$ cat src/rtl/pipe_skid_reg.sv
// Generic pipeline-stage register with a valid/ready handshake and an optional 2-entry skid buffer.
// Supports flush, a configurable NOP payload when empty, and a saturating count of flushed entries.
module pipe_skid_reg #(
  parameter int                 DATA_W    = 64,
  parameter int                 SKID      = 1,
  parameter logic [DATA_W-1:0]  NOP_VALUE = {DATA_W{1'b0}},
  parameter int                 CNT_W     = 8
) (
  input  logic              clk,
  input  logic              rst,
  input  logic              flush,
  input  logic              in_valid,
  output logic              in_ready,
  input  logic [DATA_W-1:0] in_data,
  output logic              out_valid,
  input  logic              out_ready,
  output logic [DATA_W-1:0] out_data,
  output logic [1:0]        level,
  output logic [CNT_W-1:0]  drop_cnt
);

  // State encoding doubles as the occupancy count.
  typedef enum logic [1:0] {
    EMPTY = 2'd0,
    ONE   = 2'd1,
    TWO   = 2'd2
  } state_t;

  localparam logic [CNT_W-1:0] CNT_MAX = {CNT_W{1'b1}};

  state_t              state_reg, state_next;
  logic [DATA_W-1:0]   main_reg, main_next;
  logic [DATA_W-1:0]   skid_reg, skid_next;
  logic [CNT_W-1:0]    drop_reg, drop_next;
  logic [CNT_W+1:0]    drop_sum;
  logic                in_fire;
  logic                out_fire;

  generate
    if (SKID != 0) begin : g_skid
      assign in_ready = (state_reg != TWO);
    end else begin : g_noskid
      assign in_ready = (state_reg == EMPTY) | out_ready;
    end
  endgenerate

  assign out_valid = (state_reg != EMPTY);
  assign out_data  = main_reg;
  assign level     = state_reg;
  assign drop_cnt  = drop_reg;
  assign in_fire   = in_valid & in_ready;
  assign out_fire  = out_valid & out_ready;

  // out_fire implies level >= 1, so this never underflows.
  assign drop_sum = {2'b00, drop_reg} + {{CNT_W{1'b0}}, state_reg}
                  - {{(CNT_W+1){1'b0}}, out_fire};

  always_comb begin
    state_next = state_reg;
    main_next  = main_reg;
    skid_next  = skid_reg;
    drop_next  = drop_reg;

    unique case (state_reg)
      EMPTY: begin
        if (in_fire) begin
          main_next  = in_data;
          state_next = ONE;
        end
      end
      ONE: begin
        if (in_fire && out_fire) begin
          main_next = in_data;
        end else if (in_fire && (SKID != 0)) begin
          skid_next  = in_data;
          state_next = TWO;
        end else if (out_fire) begin
          main_next  = NOP_VALUE;
          state_next = EMPTY;
        end
      end
      TWO: begin
        if (out_fire) begin
          main_next  = skid_reg;
          skid_next  = NOP_VALUE;
          state_next = ONE;
        end
      end
      default: begin
        main_next  = NOP_VALUE;
        skid_next  = NOP_VALUE;
        state_next = EMPTY;
      end
    endcase

    if (flush) begin
      state_next = EMPTY;
      main_next  = NOP_VALUE;
      skid_next  = NOP_VALUE;
      drop_next  = (drop_sum > {2'b00, CNT_MAX}) ? CNT_MAX : drop_sum[CNT_W-1:0];
    end
  end

  always_ff @(posedge clk) begin
    if (rst) begin
      state_reg <= EMPTY;
      main_reg  <= NOP_VALUE;
      skid_reg  <= NOP_VALUE;
      drop_reg  <= '0;
    end else begin
      state_reg <= state_next;
      main_reg  <= main_next;
      skid_reg  <= skid_next;
      drop_reg  <= drop_next;
    end
  end

endmodule

$ cat config.mk
export PLATFORM = sky130hd
export DESIGN_NAME = pipe_skid_reg
export DESIGN_NICKNAME = d
export VERILOG_FILES = /design/src/rtl/pipe_skid_reg.sv
export SDC_FILE = /design/constraint.sdc
export NUM_CORES = 1
export LEC_CHECK = 0
export CAP_MARGIN = 20
export CORE_MARGIN = 5
export CORE_UTILIZATION = 50
export DETAILED_ROUTE_END_ITERATION = 8
export HOLD_SLACK_MARGIN = 0.08
export PLACE_DENSITY = 0.79
export SKIP_LAST_GASP = 1
export SLEW_MARGIN = 25
export SYNTH_ARGS = -nofsm -noshare
export SYNTH_HDL_FRONTEND = slang
export SYNTH_SLANG_ARGS = --single-unit
$ cat constraint.sdc
create_clock -name clk -period 5.29 [get_ports clk]
set_input_delay 1.058 -clock clk [delete_from_list [all_inputs] [get_ports clk]]
set_output_delay 1.058 -clock clk [all_outputs]
set_load 0.01 [all_outputs]
==> results of run 1 <==
-- worst max-delay path, delay by kind of cell --
family	cells	cell delay [ns]
AO/OA/AOI/OAI	3	0.69
adder cells (fa/ha/maj)	2	0.56
buffers and inverters	2	0.79
AND/OR/NAND/NOR	5	0.94
-- stage by stage --
stage	cell area (µm²)	power (mW)	util (%)	instances
finish	7825	2.768	68.82	935
global route	7825	2.889	68.82	935
CTS	7770	2.768	68.34	933
detailed placement	7247	1.716	63.74	903
global placement	7247	1.700	63.74	903
floorplan	5799	1.500	-	667
-- layout by cell type, fill, tap and decap left out, drive strengths merged, types with 3 or more instances in the layout --
master,instances
clkdlybuf4s50,144
o21ai,3
dfxtp,138
a22oi,37
a21oi,72
nor2,80
nor2b,3
clkbuf,23
inv,17
buf,11
nand2,76
xnor2,3
a222oi,27
clkinv,6
a22o,37
a311oi,7
nand3,65
or2,3
ha,10
-- power breakdown --
group	total [mW]	switching (mW)	internal, mW
Clock	1.05	0.427	0.628
Combinational	0.600	0.325	0.275
Sequential	1.11	0.0367	1.08
-- area by class of cell --
cell class                      count  area (µm²)  area share [%]
Clock inverter                      7       45.04          0.5756
Multi-Input combinational cell    452        2733           34.92
Sequential cell                   138        2763           35.31
Tap cell                          143       178.9           2.287
Clock buffer                       23       478.0           6.108
Timing Repair Buffer              155        1564           19.99
Inverter                           17       63.81          0.8155
-- cells in the mapped netlist, types with 2 or more instances --
| library cell | n |
|---|---|
| sky130_fd_sc_hd__a21o_1 | 2 |
| sky130_fd_sc_hd__a21oi_1 | 70 |
| sky130_fd_sc_hd__a21oi_2 | 2 |
| sky130_fd_sc_hd__a222oi_1 | 27 |
| sky130_fd_sc_hd__a22o_1 | 37 |
| sky130_fd_sc_hd__a22oi_1 | 37 |
| sky130_fd_sc_hd__a311oi_1 | 7 |
| sky130_fd_sc_hd__buf_1 | 2 |
| sky130_fd_sc_hd__buf_2 | 33 |
| sky130_fd_sc_hd__buf_4 | 2 |
| sky130_fd_sc_hd__clkbuf_1 | 23 |
| sky130_fd_sc_hd__dfxtp_1 | 138 |
| sky130_fd_sc_hd__ha_1 | 10 |
| sky130_fd_sc_hd__inv_1 | 15 |
| sky130_fd_sc_hd__inv_2 | 2 |
| sky130_fd_sc_hd__mux2i_1 | 2 |
| sky130_fd_sc_hd__nand2_1 | 75 |
| sky130_fd_sc_hd__nand2b_1 | 2 |
| sky130_fd_sc_hd__nand3_1 | 65 |
| sky130_fd_sc_hd__nor2_1 | 79 |
| sky130_fd_sc_hd__nor2b_1 | 3 |
| sky130_fd_sc_hd__o211a_1 | 2 |
| sky130_fd_sc_hd__o21a_1 | 2 |
| sky130_fd_sc_hd__o21ai_0 | 3 |
| sky130_fd_sc_hd__o22ai_2 | 2 |
| sky130_fd_sc_hd__or2_2 | 3 |
| sky130_fd_sc_hd__xnor2_1 | 3 |
| sky130_fd_sc_hd__xor2_1 | 2 |
-- routing by layer --
layer / part of all wire, % / routed length, µm
met3: 7.6 / 1295
met4: 2.1 / 352
met5: 0 / 0
met1: 40 / 6910
met2: 50 / 8566
-- worst max path at each step --
| stage | end | slack, ns | start | cells past startpoint |
|---|---|---|---|---|
| finish | drop_cnt[6] | 1.52 | out_ready | 12 |
| CTS | drop_cnt[6] | 1.55 | out_ready | 12 |
| global route | drop_cnt[0] | 1.32 | out_ready | 12 |
| detailed placement | drop_cnt[0] | 1.14 | out_ready | 12 |
| global placement | drop_cnt[6] | 1.27 | out_ready | 12 |
| floorplan | drop_cnt[0] | 2.07 | out_ready | 12 |
-- logic make-up after synthesis --
group	share of synthesized area (%)
AO/OA/AOI/OAI	25.54
XOR/XNOR	0.7553
adder cells (fa/ha/maj)	2.503
buffers and inverters	5.825
flip-flops	47.64
multiplexers	0.3452
AND/OR/NAND/NOR	17.39
==> flow_summary.toml, run 1 <==
[status]
outcome = "finished, final reports clean"

[floorplanning]
die_area_um2 = 13850
floorplan.io_pins = 145
placementRows = 39
fp.dieH_um = 117.7
effective_utilization_at_floorplan_pct = 51.01
dieWidth_um = 117.7
placeable_core_region_um2 = 11370

[global_route]
first_global_vias = 5523
grt_use_met3_pct = 7.689
global_route.peak_usage_layer = "met2"
grt_overflow_total = 0
use_met2_pct = 40.24
grt_first_pass_wirelength_um = 27630
track_usage_pct = 24.12
gr_layer_usage_met1_pct = 28.63
initial_antenna_violation_count = 0
grt_max_degree = 65

[synthesis]
post_synth_inst_count = 667
netlist.area_leader.share_pct = 47.64
share_of_async_settable_or_async_resettable_flops_after_synthesis_pct = 0
synth.net_count = 747
netlist_area_um2 = 5799
synthTopCellsByArea = "sky130_fd_sc_hd__dfxtp_1 48%, sky130_fd_sc_hd__a21oi_1 6.0%, sky130_fd_sc_hd__nand3_1 5.6%, sky130_fd_sc_hd__a22o_1 5.6%, sky130_fd_sc_hd__nor2_1 5.1%"
synthDistinctLibCells = 45
yosysSeqAreaShare_pct = 47.64
synth-main-ff-cell = "sky130_fd_sc_hd__dfxtp_1"
post_synth.cell_area_avg_um2 = 8.695
synth_edf_count = 0
synth_top_cell_by_area = "sky130_fd_sc_hd__dfxtp_1"
synth_seq_cells = 138
synth.yosys.warnings = 0

[worst_hold_path]
hold_start = "skid_reg[5]"
whs_endpoint = "skid_reg[5]"
hp-class = "reg -> reg"
holdPathStages = 2

[clock_network]
cts_made_buffers = 17
clk_path_buf_depth = 2
clock_tree_from_tritoncts = "yes"
h-tree-depth = 4
cts_hold_buffers = 0
cts.repair.resized = 0
worstSkewPairLatency_ns = 0.42
post-cts-setup-buffers = 0
path_clk_slew_ns = 0.05
clock-root-buffer = "sky130_fd_sc_hd__clkbuf_16"
numClockSinks = 138

[power]
cellLeakagePower_nw = 2.853
ir_worst_vdd_mv = 0.3020
power_per_cell_area_nw_per_um2 = 353.8

[placed_design]
pre_cts_slack_ns = 1.143
globalplace.congestion = 0.8372
place.detailed.hpwl_um = 10720
io_buffers = 144

[worst_setup_path]
critical_path.startpoint_type = "input pin"
crit_chain = "clkdlybuf4s50_1 > nand2_1 > or2_2 > nand2_1 > ha_1 > inv_1 > fa_1 > nor2b_1 > o2111ai_1 > and4_1 > a41oi_2 > a311oi_1"
endpoint_kind = "flip-flop"
worst-r2r-setup-slack_ns = 1.96
worst_ep_required_time_ns = 5.57
path_max_fanout = 10
cpMaxStageDelayCell = "sky130_fd_sc_hd__clkdlybuf4s50_1"
worst-endpoint-arrival_ns = 4.05
regToRegEndpoint = "drop_cnt[6]"
worst_r2r_path_depth = 12
reg2reg_from = "level[0]"
crit_path_max_incr_delay_ns = 0.73
setup.worst_path.class = "in -> reg"
critical_path.most_common_cell = "sky130_fd_sc_hd__nand2_1"

[sta]
skew_ns = 0.006095
tightestPinTransition_ns = 1.036
finalWorstSetupSlack_ns = 1.516
slew_viol_final = 0
final.setup.tns_ns = 0
whs_ns = 0.4507
maxClockFrequency_mhz = 265.0
final_period_minus_worst_setup_slack_ns = 3.774
rsz_0062_raised_after_global_routing = "no"
report.final.setup_viol = 0
report.final.hold_viol_count = 0
slew_headroom_pct = 30.91
final.period_utilization_pct = 71.34

[job]
max-cap-violations = 0

[drt]
drc = 0
total_iterations_of_the_first_detailed_routing_run = 9
num_vias = 5624
drtAntennaViolNets = 0
drt-initial-drc-count = 700
routed_wire_length_per_instance_um = 18.31
finalWirelength_um = 17120
routed_via_density = 6.015

[final_layout]
num_antenna_cells = 0
flow.area_growth_from_synthesis_pct = 34.93
final_nets = 861
n_fill_cell = 883
layout_cells_sized_above_1_pct = 6.818
Power figures use the tool's default switching activity.
==> run 2, diff against run 1 <==
CORE_UTILIZATION = 44   (was 50)
PLACE_DENSITY = 0.74   (was 0.79)
clock period = 3.44 ns   (was 5.29 ns; I/O delays follow)
==> run 2 against run 1 <==
  * Clock skew decreased by 0.00082 ns
  * Cell count increased by 4.5%
  * Critical path type is now reg -> out
  * Sequential cell count unchanged
  * Critical path depth decreased by 8
  * Routed wire length decreased by 1.9%
  * Register-to-register slack got worse by 1.2 ns
  * Die area increased by 12%
  * Critical endpoint is now in_ready
  * First-iteration DRC count decreased by 22%
  * Sequential share of layout area decreased by 0.91 points
  * Cell area increased by 2.7%
  * Sequential power increased by 54%
  * Utilization decreased by 7.4 points
==> flow_summary.toml, run 2 (same netlist as run 1, synthesis figures left out) <==
[clock_network]
worstSkewPairLatency_ns = 0.42
h-tree-depth = 4
cts_made_buffers = 17
numClockSinks = 138
post-cts-setup-buffers = 0
path_clk_slew_ns = 0.06
cts.repair.resized = 0
clk_path_buf_depth = 2
cts_hold_buffers = 0
clock_tree_from_tritoncts = "yes"
clock-root-buffer = "sky130_fd_sc_hd__clkbuf_16"

[global_route]
initial_antenna_violation_count = 0
grt_first_pass_wirelength_um = 27190
first_global_vias = 5550
grt_overflow_total = 0
grt_max_degree = 65
track_usage_pct = 21.14

[status]
outcome = "finished, final reports clean"

[job]
max-cap-violations = 0

[worst_setup_path]
count_of_buffer_and_inverter_cells_on_the_critical_path = 3
setup.worst_path.class = "reg -> out"
endpoint_kind = "output port"
crit_cells = 4
worst_ep_required_time_ns = 2.75
crit_path_max_incr_delay_ns = 0.76
crit_chain = "buf_4 > and2b_2 > inv_2 > clkdlybuf4s50_1"
worst-endpoint-arrival_ns = 2.42
worst_r2r_path_depth = 12
cpMaxStageDelayCell = "sky130_fd_sc_hd__and2b_2"
critPathTopFamily = "buffers and inverters"
critical_path.startpoint_type = "flip-flop"
path_max_fanout = 38

[drt]
drtAntennaViolNets = 0
drc = 0
routed_wire_length_per_instance_um = 17.19
routed_via_density = 5.756
drt-initial-drc-count = 548
total_iterations_of_the_first_detailed_routing_run = 8
finalWirelength_um = 16800
num_vias = 5624

[floorplanning]
placeable_core_region_um2 = 13090
floorplan.io_pins = 145
dieWidth_um = 124.8
fp.dieH_um = 124.8
effective_utilization_at_floorplan_pct = 44.32
placementRows = 42
die_area_um2 = 15580

[power]
ir_worst_vdd_mv = 0.3773
power_per_cell_area_nw_per_um2 = 570.0
cellLeakagePower_nw = 2.934

[final_layout]
final_nets = 868
most_frequent_cells_in_the_layout = "144 x sky130_fd_sc_hd__clkdlybuf4s50_1, 138 x sky130_fd_sc_hd__dfxtp_1, 79 x sky130_fd_sc_hd__nor2_1, 75 x sky130_fd_sc_hd__nand2_1, 70 x sky130_fd_sc_hd__a21oi_1"
num_antenna_cells = 0
most_common_cell_after_layout_fill_and_taps_aside = "sky130_fd_sc_hd__clkdlybuf4s50_1"
layout_cells_sized_above_1_pct = 8.115
flow.area_growth_from_synthesis_pct = 38.51
fin_util_pct = 61.39
postLayoutCellArea_um2 = 8033

[sta]
report.final.setup_viol = 0
slew_headroom_pct = 47.50
skew_ns = 0.005277
final_period_minus_worst_setup_slack_ns = 3.110
tightestPinTransition_ns = 0.7875
final.period_utilization_pct = 90.40
slew_viol_final = 0
final.setup.tns_ns = 0
rsz_0062_raised_after_global_routing = "no"
report.final.hold_viol_count = 0
maxClockFrequency_mhz = 321.6

[placed_design]
dpl-instance-area_um2 = 7395
place.detailed.hpwl_um = 10840
globalplace.congestion = 0.8265
io_buffers = 144

[worst_hold_path]
hp-class = "reg -> reg"
holdPathStages = 2
-- run 2: cell type report --
class | count | area (µm²)
fill | 1091 | 5052
clock inverter | 10 | 163.9
clock buffer | 22 | 474.2
multi-input combinational | 452 | 2734
sequential | 138 | 2763
tap | 176 | 220.2
inverter | 17 | 63.81
timing repair buffer | 162 | 1614
-- run 2: metrics by stage --
step | std cells | setup WS [ns] | total power [mW] | hold slack, ns
3_5_place_dp | 945 | 0.04170 | 2.654 | 0.4448
5_1_grt | 977 | 0.2173 | 4.775 | 0.4682
2_1_floorplan | 667 | 0.5856 | 2.306 | 0.4315
3_3_place_gp | 945 | 0.1213 | 2.624 | 0.4371
4_1_cts | 977 | 0.2934 | 4.602 | 0.4526
6_report | 977 | 0.3301 | 4.578 | 0.4502
-- run 2: path summary, 6_finish.rpt --
path	to	start	slack (ns)
worst max register to register	drop_cnt[2]	level[1]	0.76
worst min register to register	skid_reg[12]	skid_reg[12]	0.45
worst max-delay path	in_ready	level[0]	0.33
worst min-delay path	skid_reg[12]	skid_reg[12]	0.45
-- run 2: metal layers --
metal,wire [µm],vias up,track usage (%)
met3,1113,30,5.961
met4,311,0,7.737
li1,-,2669,-
met5,0,-,0
met2,8512,203,36.61
met1,6858,2722,24.90
-- run 2: worst min-delay path: stages (launching register included) --
cell                      delay [ns]
sky130_fd_sc_hd__dfxtp_1        0.31
sky130_fd_sc_hd__nand2_1        0.05
sky130_fd_sc_hd__a21oi_1        0.05
-- run 2: where the power goes --
part,switching (mW),internal (mW),total (mW)
clock,0.678,1.27,1.95
sequential,0.0542,1.66,1.71
combinational,0.490,0.428,0.918
total,1.22,3.36,4.58
